**src/rtl/bcp_pkg.sv**
```systemverilog
// bcp_pkg: shared types and helpers for the BCP priority scanner.
// The optional round-robin pick is enabled by defining BCP_PSCAN_ROUND_ROBIN_EN.
package bcp_pkg;

  typedef enum logic [1:0] {PS_IDLE, PS_EMIT, PS_DONE} pscan_state_t;

  // Widest vector the scanner supports; helpers take vectors zero-extended to this.
  localparam int PSCAN_MAX_WIDTH = 256;

  // True when exactly one bit of v is set.
  function automatic logic popcount_is_one(input logic [PSCAN_MAX_WIDTH-1:0] v);
    return (v != '0) && ((v & (v - PSCAN_MAX_WIDTH'(1))) == '0);
  endfunction

endpackage

```
**src/rtl/bcp_pe_core.sv**
```systemverilog
// bcp_pe_core: combinational priority encoder. Returns the first set bit of vec
// found scanning downward from start, wrapping from 0 to WIDTH-1.
// Used by bcp_priority_scanner (round-robin start under BCP_PSCAN_ROUND_ROBIN_EN).
module bcp_pe_core #(
  parameter  int WIDTH = 8,
  localparam int IDX_W = $clog2(WIDTH)
) (
  input  logic [WIDTH-1:0] vec,
  input  logic [IDX_W-1:0] start,
  output logic [IDX_W-1:0] idx,
  output logic             any
);

  // Walk from farthest to nearest position so the nearest set bit wins.
  always_comb begin
    int pos;
    pos = 0;
    idx = '0;
    any = |vec;
    for (int i = WIDTH - 1; i >= 0; i--) begin
      pos = int'(start) - i;
      if (pos < 0) pos = pos + WIDTH;
      if (vec[pos]) idx = IDX_W'(pos);
    end
  end

endmodule

```
**src/rtl/bcp_priority_scanner.sv**
```systemverilog
// bcp_priority_scanner: captures a flag vector and emits the index of every set
// bit, one per accepted beat, then pulses done.
// Define BCP_PSCAN_ROUND_ROBIN_EN for a persistent round-robin start pointer;
// otherwise priority is fixed, highest index first.
//
//  state   | meaning
//  PS_IDLE | waiting for in_valid; in_ready=1
//  PS_EMIT | idx_valid=1, presenting the current pick of pending
//  PS_DONE | done pulse for one cycle, then back to idle
module bcp_priority_scanner
  import bcp_pkg::*;
#(
  parameter  int WIDTH = 8,
  localparam int IDX_W = $clog2(WIDTH)
) (
  input  logic             clock,
  input  logic             reset,
  input  logic             flush,
  input  logic [WIDTH-1:0] in_vec,
  input  logic             in_valid,
  output logic             in_ready,
  output logic [IDX_W-1:0] idx_out,
  output logic             idx_valid,
  input  logic             idx_ready,
  output logic             idx_last,
  output logic             done,
  output logic             done_empty
);

  pscan_state_t     state_q, state_d;
  logic [WIDTH-1:0] pending_q, pending_d;
  logic [IDX_W-1:0] idx_out_d;
  logic             idx_valid_d, idx_last_d, done_d, done_empty_d, in_ready_d;

  logic             beat;
  logic [WIDTH-1:0] cleared;
  logic [WIDTH-1:0] core_vec;
  logic [IDX_W-1:0] core_start;
  logic [IDX_W-1:0] core_idx;
  logic             core_any;

  assign beat     = idx_valid & idx_ready;
  assign cleared  = pending_q & ~(WIDTH'(1) << idx_out);
  // Idle picks from the incoming vector; emit picks the successor of the current index.
  assign core_vec = (state_q == PS_IDLE) ? in_vec : cleared;

`ifdef BCP_PSCAN_ROUND_ROBIN_EN
  logic [IDX_W-1:0] rr_ptr;
  logic [IDX_W-1:0] rr_next;

  assign rr_next    = (idx_out == '0) ? IDX_W'(WIDTH - 1) : idx_out - IDX_W'(1);
  assign core_start = (state_q == PS_IDLE) ? rr_ptr : rr_next;

  // Pointer advances on every consumed beat, including one that coincides with flush.
  always_ff @(posedge clock or posedge reset) begin
    if (reset)     rr_ptr <= IDX_W'(WIDTH - 1);
    else if (beat) rr_ptr <= rr_next;
  end
`else
  assign core_start = IDX_W'(WIDTH - 1);
`endif

  bcp_pe_core #(.WIDTH(WIDTH)) u_pe_core (
    .vec   (core_vec),
    .start (core_start),
    .idx   (core_idx),
    .any   (core_any)
  );

  // State register plus all registered outputs.
  always_ff @(posedge clock or posedge reset) begin
    if (reset) begin
      state_q    <= PS_IDLE;
      pending_q  <= '0;
      idx_out    <= '0;
      idx_valid  <= 1'b0;
      idx_last   <= 1'b0;
      done       <= 1'b0;
      done_empty <= 1'b0;
      in_ready   <= 1'b1;
    end else begin
      state_q    <= state_d;
      pending_q  <= pending_d;
      idx_out    <= idx_out_d;
      idx_valid  <= idx_valid_d;
      idx_last   <= idx_last_d;
      done       <= done_d;
      done_empty <= done_empty_d;
      in_ready   <= in_ready_d;
    end
  end

  // Next-state and next-output decode; flush overrides everything else.
  always_comb begin
    state_d      = state_q;
    pending_d    = pending_q;
    idx_out_d    = idx_out;
    idx_valid_d  = idx_valid;
    idx_last_d   = idx_last;
    done_d       = 1'b0;
    done_empty_d = 1'b0;
    if (flush) begin
      state_d     = PS_IDLE;
      pending_d   = '0;
      idx_valid_d = 1'b0;
      idx_last_d  = 1'b0;
    end else begin
      case (state_q)
        PS_IDLE: begin
          if (in_valid) begin
            if (core_any) begin
              state_d     = PS_EMIT;
              pending_d   = in_vec;
              idx_out_d   = core_idx;
              idx_last_d  = popcount_is_one(PSCAN_MAX_WIDTH'(in_vec));
              idx_valid_d = 1'b1;
            end else begin
              state_d      = PS_DONE;
              done_d       = 1'b1;
              done_empty_d = 1'b1;
            end
          end
        end
        PS_EMIT: begin
          if (idx_ready) begin
            pending_d = cleared;
            if (idx_last) begin
              state_d     = PS_DONE;
              idx_valid_d = 1'b0;
              idx_last_d  = 1'b0;
              done_d      = 1'b1;
            end else begin
              idx_out_d  = core_idx;
              idx_last_d = popcount_is_one(PSCAN_MAX_WIDTH'(cleared));
            end
          end
        end
        PS_DONE: state_d = PS_IDLE;
        default: state_d = PS_IDLE;
      endcase
    end
    in_ready_d = (state_d == PS_IDLE);
  end

endmodule

```
**config.mk**
```make
export PLATFORM = sky130hd
export DESIGN_NAME = bcp_priority_scanner
export DESIGN_NICKNAME = d
export VERILOG_FILES = /design/src/rtl/bcp_pkg.sv /design/src/rtl/bcp_pe_core.sv /design/src/rtl/bcp_priority_scanner.sv
export SDC_FILE = /design/constraint.sdc
export NUM_CORES = 1
export LEC_CHECK = 0
export BUFFER_PORTS_ARGS = -buffer_cell sky130_fd_sc_hd__buf_4
export CAP_MARGIN = 20
export CORE_MARGIN = 4
export CORE_UTILIZATION = 35
export CTS_CLUSTER_SIZE = 16
export DETAILED_ROUTE_END_ITERATION = 16
export GPL_ROUTABILITY_DRIVEN = 1
export PLACE_DENSITY = 0.58
export SETUP_SLACK_MARGIN = 0.4
export SYNTH_ARGS = -nofsm -noshare
export SYNTH_HDL_FRONTEND = slang
export SYNTH_SLANG_ARGS = --single-unit
```
**constraint.sdc**
```tcl
create_clock -name clock -period 1.77 [get_ports clock]
set_input_delay 0.4425 -clock clock [delete_from_list [all_inputs] [get_ports clock]]
set_output_delay 0.4425 -clock clock [all_outputs]
set_load 0.02 [all_outputs]
```
==> flow_metrics.env <==
export IMPL_grt_max_degree=19
export IMPL_n_antenna_cell=0
export IMPL_grt_pass1_vias=1649
export IMPL_use_met2=0.333
export IMPL_finalCriticalPeriod_ps=1990
export IMPL_drc_errors=0
export IMPL_skew_ps=4.08
export IMPL_setup_viol=4
export IMPL_clk_pin_slew_worst_paths_ps=70
export IMPL_vdd_drop_max_mv=0.444
export IMPL_worstSetupPathType="register to register"
export IMPL_synth_warnings=0
export IMPL_cts_root_buffer="clkbuf_8"
export IMPL_antenna_found_initial=0
export IMPL_dieArea_sq_um=5140
export IMPL_maxCapViolCount=0
export IMPL_drv_slew=0
export IMPL_synth_nets=191
export IMPL_grt_busiest_layer="met2"
export IMPL_yosysUniqueCellTypes=50
export IMPL_p_leak_nw=1.08
export IMPL_cts_sinks=18
export IMPL_gp_congestion=0.837
export IMPL_first_pass_iters=4
export IMPL_syn_area_per_cell_sq_um=7.98
export IMPL_violations="setup timing"
export IMPL_dp_hpwl_um=3560
export IMPL_cts_tree="done"
export IMPL_grtUsageMet3=0.0196
export IMPL_end_kind="register"
export IMPL_core_area_sq_um=3800
export IMPL_ant_nets=0
export IMPL_path_cells="buf_4 -> mux2i_1 -> a32oi_1 -> nor3_1 -> a21oi_1 -> o311ai_4 -> mux2_4"
export IMPL_synthesis_area_sq_um=1420
export IMPL_hold_class="input pin to asynchronous set/reset pin"
export IMPL_fp_dieH_um=71.7
export IMPL_cts_buffers=3
export IMPL_tightest_slew_ps=379
export IMPL_arrival_ps=2140
export IMPL_crit_path_start_kind="register"
export IMPL_io_buffers=20
export IMPL_synth_edf_count=0
export IMPL_via_per_inst=5.49
export IMPL_hold_viol_final=0
export IMPL_worst_path_max_fanout=3
export IMPL_grt_pass1_wl_um=7800
export IMPL_synth_seq_area_share=0.318
export IMPL_finalCritPeriodShare=1.12
export IMPL_clk_path_buf_depth=2
export IMPL_async_reset_ff_frac=1.00
export IMPL_fin_ws_ps=-219
export IMPL_met1_usage=0.247
export IMPL_relSlewSlack=0.744
export IMPL_floorplan_initialDensity=0.374
export IMPL_wl_per_cell_um=15.9
export IMPL_r2r_setup_slack_ps=-220
export IMPL_rsz0062_at_grt="yes"
export IMPL_dr_total_vias=1664
export IMPL_num_rows=22
export IMPL_status="finished, violations left"
export IMPL_cts_htree_levels=1
export IMPL_required_ps=1920
export IMPL_grt_overflow=0
export IMPL_dr_first_iter_drc_count=115
export IMPL_crit_path_max_incr_delay_ps=440
export IMPL_power_density_nw_per_um2=1250
export IMPL_synth_ff_type="dfrtp_1"
export IMPL_fmax_mhz=503
export IMPL_holdWs_ps=208
export IMPL_area_growth_pct=64.3
export IMPL_die_w_um=71.7
export IMPL_clkLatencyLatePin_ps=260
export IMPL_grt_usage=0.190
export IMPL_p_total_w=0.00291
export IMPL_io_pins=21
export IMPL_layout_nets=269
export IMPL_ys_ff_latch=18
export IMPL_drive_above_1_share=0.494
export IMPL_slowest_stage="dfrtp_2"
export IMPL_synth_cells=178
export IMPL_totalWireLength_um=4820
-- where the power goes --
group          switching, W  internal, W  total [W]  leakage, nW
logic              0.000894      0.00101    0.00190        0.821
registers          0.000146     0.000517   0.000663        0.225
clock network      0.000146     0.000198   0.000344       0.0288
total               0.00119      0.00172    0.00291         1.08
-- cell usage after synthesis (2+ instances only) --
cell type	count	share of area
nand3_1	4	0.014
nand2_1	17	0.045
buf_6	2	0.016
clkbuf_1	4	0.011
dfrtp_1	17	0.30
a22o_2	5	0.035
a31oi_1	3	0.013
nor3_1	7	0.025
inv_1	11	0.029
a21boi_0	2	0.011
o211ai_1	3	0.016
a21oi_1	18	0.063
nor2b_1	2	0.0088
and3_1	2	0.0088
buf_2	2	0.0070
mux2i_1	6	0.042
o21ai_0	25	0.088
nor2_1	15	0.040
xnor2_1	2	0.012
-- state kept, by name (all words and copies together) (netlist names) --
register    flops
in_ready        1
idx_out         3
done            1
idx_valid       1
idx_last        1
pending_q       8
state_q         2
done_empty      1
-- logic make-up after synthesis --
group	after synthesis	synth area share
fa+ha+maj	1	0.00705
buf+inv	20	0.0678
mux	7	0.0502
xor+xnor	2	0.0123
flops	18	0.318
compound gates	69	0.313
simple gates	61	0.232
-- area by class of cell --
| cell class | count | area, sq um |
|---|---|---|
| Fill cell | 325 | 1470 |
| Multi-Input combinational cell | 141 | 1030 |
| Timing Repair Buffer | 81 | 692 |
| Sequential cell | 18 | 458 |
| Tap cell | 48 | 60.1 |
| Clock buffer | 4 | 55.1 |
| Inverter | 11 | 41.3 |
-- repair_timing --
action / CTS / global route
setup endpoints to repair: 19 / 20
buffers inserted: 5 / 7
cloned: 1 / 0
hold buffers: 0 / 0
gates resized for setup: 42 / 19
pin swaps: 13 / 9
-- layout by cell type, fill, tap and decap left out, drive strengths merged, types with 5 or more instances in the layout --
| cell | instances |
|---|---|
| buf | 81 |
| a22o | 5 |
| nor2 | 16 |
| nor3 | 7 |
| dfrtp | 17 |
| mux2i | 6 |
| o21ai | 25 |
| inv | 11 |
| a21oi | 18 |
| nand2 | 18 |
-- critical path, delay by kind of cell, from the launching register on --
family,cells,cell delay (ps)
AO/OA/AOI/OAI,3,580
buffers and inverters,1,140
flip-flops,1,440
multiplexers,2,470
AND/OR/NAND/NOR,1,240
-- path summary, 6_finish.rpt --
| path | startpoint | end | cells past startpoint |
|---|---|---|---|
| min in group clock | flush | done_empty$_DFF_PP0_ | 2 |
| worst min register to register | idx_valid$_DFFE_PP0P_ | idx_valid$_DFFE_PP0P_ | 2 |
| worst max register to register | idx_out[0]$_DFFE_PP0P_ | idx_out[0]$_DFFE_PP0P_ | 7 |
| worst max-delay path | idx_out[0]$_DFFE_PP0P_ | idx_out[0]$_DFFE_PP0P_ | 7 |
| worst min-delay path | reset | idx_out[0]$_DFFE_PP0P_ | 3 |
| max in group asynchronous | reset | in_ready$_DFF_PP1_ | 3 |
-- stage by stage --
step | std cells | setup TNS [ps] | instance area [sq um] | util | worst slack [ps]
6_report | 303 | -642 | 2330 | 0.614 | -219
5_1_grt | 303 | -908 | 2330 | 0.614 | -263
4_1_cts | 296 | -207 | 2200 | 0.578 | -125
3_5_place_dp | 286 | -1170 | 1960 | 0.516 | -179
3_3_place_gp | 286 | -1070 | 1960 | 0.516 | -171
2_1_floorplan | 178 | -149 | 1430 | - | -149
-- routing by layer --
metal,vias up,share of wire
li1,807,-
met1,811,0.44
met2,39,0.51
met3,7,0.034
met4,0,0.016
met5,-,0
No activity file was read; power rests on OpenSTA's default activity.
